<file path="src/rtl/fmlbrg_linexfer.sv">
// Moves one 32-byte cache line (4 x 64-bit beats) between FML and the data memory.
// The writeback path is compiled in only when FMLBRG_WRITEBACK_EN is defined.
module fmlbrg_linexfer #(
  parameter int depth     = 11,
  parameter int fml_depth = 26
) (
  input  logic                 sys_clk,
  input  logic                 sys_rst,
  input  logic                 refill_req,
  input  logic                 wb_req,
  input  logic [fml_depth-6:0] line_adr,
  output logic                 busy,
  output logic                 done,
  output logic [fml_depth-1:0] fml_adr,
  output logic                 fml_stb,
  output logic                 fml_we,
  input  logic                 fml_ack,
  output logic [7:0]           fml_sel,
  input  logic [63:0]          fml_di,
  output logic [63:0]          fml_do,
  output logic [depth-1:0]     dm_a,
  output logic [7:0]           dm_we,
  output logic [63:0]          dm_di,
  output logic [depth-1:0]     dm_a2,
  input  logic [63:0]          dm_do2
);

  typedef enum logic [2:0] {IDLE, WB_REQ, WB_BURST, RD_REQ, RD_BURST} state_t;

  state_t               state_q, state_d;
  logic [1:0]           cnt_q, cnt_d;
  logic [fml_depth-6:0] adr_q, adr_d;
  logic                 done_q, done_d;
  logic [depth-3:0]     line_idx;

  assign line_idx = adr_q[depth-3:0];

  always_ff @(posedge sys_clk or posedge sys_rst) begin
    if (sys_rst) begin
      state_q <= IDLE;
      cnt_q   <= 2'd0;
      adr_q   <= '0;
      done_q  <= 1'b0;
    end else begin
      state_q <= state_d;
      cnt_q   <= cnt_d;
      adr_q   <= adr_d;
      done_q  <= done_d;
    end
  end

`ifdef FMLBRG_WRITEBACK_EN
  logic [depth-1:0] dm_a2_c;
`endif

  always_comb begin
    state_d = state_q;
    cnt_d   = cnt_q;
    adr_d   = adr_q;
    done_d  = 1'b0;
    fml_stb = 1'b0;
    fml_we  = 1'b0;
    dm_we   = 8'h00;
    dm_a    = {line_idx, cnt_q};
`ifdef FMLBRG_WRITEBACK_EN
    dm_a2_c = {line_idx, 2'b00};
`endif
    case (state_q)
      IDLE: begin
`ifdef FMLBRG_WRITEBACK_EN
        // Present word 0 while idle so its data is ready in the first WB_REQ cycle.
        dm_a2_c = {line_adr[depth-3:0], 2'b00};
        if (wb_req) begin
          state_d = WB_REQ;
          adr_d   = line_adr;
        end else
`endif
        if (refill_req) begin
          state_d = RD_REQ;
          adr_d   = line_adr;
        end
      end
      RD_REQ: begin
        fml_stb = 1'b1;
        if (fml_ack) begin
          dm_we   = 8'hFF;
          dm_a    = {line_idx, 2'b00};
          state_d = RD_BURST;
          cnt_d   = 2'd1;
        end
      end
      RD_BURST: begin
        dm_we = 8'hFF;
        if (cnt_q == 2'd3) begin
          state_d = IDLE;
          cnt_d   = 2'd0;
          done_d  = 1'b1;
        end else begin
          cnt_d = cnt_q + 2'd1;
        end
      end
`ifdef FMLBRG_WRITEBACK_EN
      WB_REQ: begin
        fml_stb = 1'b1;
        fml_we  = 1'b1;
        if (fml_ack) begin
          dm_a2_c = {line_idx, 2'b01};
          state_d = WB_BURST;
          cnt_d   = 2'd1;
        end
      end
      WB_BURST: begin
        // Address runs one word ahead so the synchronous read lands on the next beat.
        dm_a2_c = {line_idx, cnt_q + 2'd1};
        if (cnt_q == 2'd3) begin
          state_d = IDLE;
          cnt_d   = 2'd0;
          done_d  = 1'b1;
        end else begin
          cnt_d = cnt_q + 2'd1;
        end
      end
`endif
      default: state_d = IDLE;
    endcase
  end

  assign busy    = (state_q != IDLE);
  assign done    = done_q;
  assign fml_adr = {adr_q, 5'b00000};
  assign fml_sel = 8'hFF;
  assign dm_di   = fml_di;

`ifdef FMLBRG_WRITEBACK_EN
  assign dm_a2  = dm_a2_c;
  assign fml_do = dm_do2;
`else
  logic unused_wb;
  assign unused_wb = ^{wb_req, dm_do2};
  assign dm_a2     = '0;
  assign fml_do    = 64'd0;
`endif

endmodule
</file>
<file path="config.mk">
export PLATFORM = sky130hd
export DESIGN_NAME = fmlbrg_linexfer
export DESIGN_NICKNAME = d
export VERILOG_FILES = /design/src/rtl/fmlbrg_linexfer.sv
export SDC_FILE = /design/constraint.sdc
export NUM_CORES = 1
export LEC_CHECK = 0
export BUFFER_PORTS_ARGS = -buffer_cell sky130_fd_sc_hd__buf_4
export CAP_MARGIN = 20
export CORE_AREA = 2 2 137 139
export CTS_CLUSTER_SIZE = 8
export DETAILED_ROUTE_END_ITERATION = 10
export DIE_AREA = 0 0 139 141
export GPL_ROUTABILITY_DRIVEN = 0
export GPL_TIMING_DRIVEN = 0
export PLACE_DENSITY = 0.47
export SKIP_CTS_REPAIR_TIMING = 1
export SLEW_MARGIN = 20
export SYNTH_ARGS = -nofsm -noshare
export SYNTH_HDL_FRONTEND = slang
export SYNTH_SLANG_ARGS = --single-unit
export TNS_END_PERCENT = 1
</file>
<file path="constraint.sdc">
create_clock -name sys_clk -period 3.05 [get_ports sys_clk]
set_input_delay 0.4575 -clock sys_clk [delete_from_list [all_inputs] [get_ports sys_clk]]
set_output_delay 0.4575 -clock sys_clk [all_outputs]
set_load 0.02 [all_outputs]
</file>
# After elaboration in Yosys (flattened, before gate mapping)
# Cells that the tools add are included.
[totals]
latch_bits = 0
mem_bits_rw = 0
rom_bits = 0
regBits = 27
n_memories = 0
output_inout_bits = 196
[classes]
n_reduce_logical = 6
shifts = 0
addsub = 1
n_lt_le_gt_ge = 0
mul = 0
mux = 14
div = 0
bitwise = 0
n_eq_ne = 6
[op_table]
columns = ["cell", "count"]
rows = [
  ["case mux 8 bit (2 select lines)", 1],
  ["two-way mux 3 bit", 3],
  ["case mux 3 bit (3 select lines)", 1],
  ["two-way mux 2 bit", 4],
  ["two-way mux 8 bit", 1],
  ["!= test 2 bit, second input constant", 3],
  ["case mux 2 bit (2 select lines)", 1],
  ["AND reduction 2 bit", 2],
  ["== test 3 x 2 -> 1 bit, second input constant", 1],
  ["== test 3 bit, second input constant", 1],
  ["logical NOT 3 bit", 1],
  ["two-way mux 1 bit", 3],
  ["AND reduction 3 bit", 1],
  ["nonzero test 3 bit", 1],
  ["adder 2 x 1 -> 2 bit, second input constant", 1],
  ["== test 2 bit, second input constant", 1],
  ["nonzero test 2 bit", 1],
]

# Depth between registers and ports, before layout
[depth]
depth_word = 3
ltp_mapped = 5

# Least setup slack after synthesis
# Ideal clock, no wire load.
[synth_path]
path_type = "reg2out"
startpoint = "register state_q[1]"
endpoint = "output port dm_we[1]"
path_stages_with_launch = 5
setup_slack_ns = 1.055
t_arrival_ns = 1.537
path_cell_list = "dfrtp_1 > inv_1 > ha_1 > nor2b_1 > buf_4"
[synth_between]
elab_chain_cells = 2
[synth_rtl]
columns = ["item", "line_no", "rtl"]
rows = [
  ["start: declaration", "30", "state_t state_q, state_d;"],
  ["start signal: assignment", "45", "state_q <= state_d;"],
  ["== test 3 bit / == test 3 x 2 -> 1 bit (equally long branches)", "68", "case (state_q)"],
  ["case mux 8 bit (2 select lines) (*)", "68", ""],
  ["end: declaration", "22", "output logic [7:0] dm_we,"],
]
# Mark *: on every way between the ends. The rest lies on a longest branch, timed or not.

# Final worst setup path
[layout_path]
startpoint = "register state_q[2]"
endpoint = "output port dm_we[3]"
# Same word-level chain as after synthesis.

==> run metrics <==
status complete, no violations; Row Count 50; initial core utilization 0.132; # port buffers 131; Worst Path Max Fanout 8; CP Launch Point state_q[2]$_DFFE_PP0P_; ant diodes 0; Reg2Reg Launch Point state_q[1]$_DFFE_PP0P_; drt wl/cell 8.39 um; Die Width 139 um; CP Data Arrival Time 1.87 ns; Mean Syn Cell Area 9.84 um^2; P&R area growth vs syn 69.3%; worst slew pin tran 0.618 ns; placed insts 698; clk buf depth 2; Post-synth EDFFs 0; # IOs 350; synthesized cell area 2420 um^2; cell count after synthesis 246; Leak 0.00235 uW; VDD IR max 0.499 mV; FILL cells 2,018; sequential area share after synthesis 0.269; Die ar. 19,600 um^2; Iter 0 DRT Violations 13; DR vias/cell 2.64; PwrDens 685 nW/um^2; DP HPWL 5.12 mm; post-synth top area share 0.524; core area 18,300 um^2; Primary FF master, synth dfrtp_1; Relative slew margins 0.587; Final Max Slew Viols 0; Sink Count 26; Worst Setup Start Kind flop; RSZ-0062 raised after global routing false; gr ovfl total 0; CTS tree yes; DP Worst Slack 0.986 ns; Pre-Repair DR Iteration Count 3; CP required 2.59 ns; max cap viols 0; Routed WL 5.88 mm; share of layout cells above drive strength 1 0.713; first-pass GRT wire length 8.14 mm; YS warnings 0; commonest cells in the netlist buf_4, dfrtp_1, mux2_2; Critical Path End Type primary output; fin nets 630; largest net degree at the start of global routing 27; final hold violation count 0; Worst-Skew Late Latency 0.27 ns; initial antenna violation count 0; ys async rst share 1.00; Area contributors post-synth buf_4, dfrtp_1, mux2_2; Final Setup Violations 0; GRT Total Usage 0.0527; number of global-route vias before repair 1,587; worst setup path endpoint dm_we[3]; Max Clock Freq 430 MHz; final non-filler cell total 701; number of H-tree levels 1; via count 1,851; Synth area leader buf_4; total power 2810 uW; reg2reg end adr_q[18]$_DFFE_PP0P_; Register-to-Register Path Depth 5; antenna viol nets, final 0; top-count cell post-synth buf_4; Setup CP Type reg2out; setup TNS 0 ns; hold crit path type in2async; final period utilization 0.762; library cells used by synthesis 17; FF-to-FF setup slack 1.45 ns; clk_skew 0.00552 ns; FF+latch count, synth 26; Die Y 141 um; final hold slack 0.268 ns; post-layout min period 2.32 ns; root buffer cell clkbuf_16; drc violations 0; total CTS buffers 3; Worst-path clk slew 0.07 ns; Worst Slack Setup Final 0.726 ns
==> layout make-up <==
type	instances	area, um^2	share of cell area
Clock buffer	3	75.1	0.0183
Multi-Input combinational cell	131	786	0.192
Inverter	5	18.8	0.00458
Sequential cell	26	651	0.159
Buffer	171	1290	0.315
Tap cell	234	293	0.0715
Timing Repair Buffer	131	983	0.240
==> metrics by stage <==
stage,util,area [um^2]
detailed placement,0.220,4020
global placement,0.220,4020
global route,0.224,4100
CTS,0.224,4100
finish,0.224,4100
floorplan,-,2750
==> how the worst min path moves through the flow <==
stage,to,slack (ns),cells past startpoint
2_1_floorplan,cnt_q[1]$_DFFE_PP0P_,0.48,1
3_3_place_gp,adr_q[14]$_DFFE_PP0P_,0.49,1
3_5_place_dp,adr_q[11]$_DFFE_PP0P_,0.49,1
4_1_cts,adr_q[3]$_DFFE_PP0P_,0.30,2
5_1_grt,adr_q[5]$_DFFE_PP0P_,0.33,2
6_report,adr_q[3]$_DFFE_PP0P_,0.27,2
==> flip-flops by register name, summed over array words and instances (netlist names) <==
register / count
state_q: 2
cnt_q: 2
adr_q: 21
done: 1
==> power by group <==
group,total (uW),switching [uW],internal [uW]
Clock,308,133,175
Sequential,624,108,516
Combinational,1880,924,952
Total,2810,1160,1640
==> critical path, stage by stage (launching register included) <==
cell	delay, ns
dfrtp_1	0.42
inv_1	0.14
ha_1	0.20
a21oi_1	0.08
nor2b_1	0.44
buf_4	0.20
buf_4	0.13
==> kinds of logic (layout without fill, tap and decap cells) <==
family | Yosys count | in the layout | synth area share
other cells | 2 | 89 | 0.00310
compound gates | 7 | 7 | 0.0248
flops | 26 | 26 | 0.269
buf+inv | 176 | 310 | 0.541
simple gates | 4 | 4 | 0.0109
mux | 24 | 24 | 0.115
fa+ha+maj | 7 | 7 | 0.0362
==> per-layer routing <==
layer,global-route usage,part of all wire
met5,0,0
met4,0.0255,0.018
met3,0.0132,0.12
met2,0.0957,0.51
met1,0.0574,0.35
==> cells in the final DEF (no fill, tap or decap) <==
cell type | Yosys | routed
buf_4 | 169 | 300
a32o_1 | 1 | 1
o221a_4 | 1 | 1
mux2_4 | 2 | 2
conb_1 | 2 | 89
a21oi_1 | 1 | 1
dfrtp_1 | 26 | 26
inv_1 | 5 | 4
a21boi_0 | 2 | 2
nor2b_1 | 1 | 1
and2_2 | 1 | 1
mux2_2 | 22 | 22
ha_1 | 7 | 7
nand2b_2 | 1 | 1
nand2_1 | 1 | 1
buf_6 | 2 | 2
inv_2 | 0 | 1
clkbuf_16 | 0 | 3
o21ai_0 | 2 | 2
No activity file was read; power rests on OpenSTA's default activity.
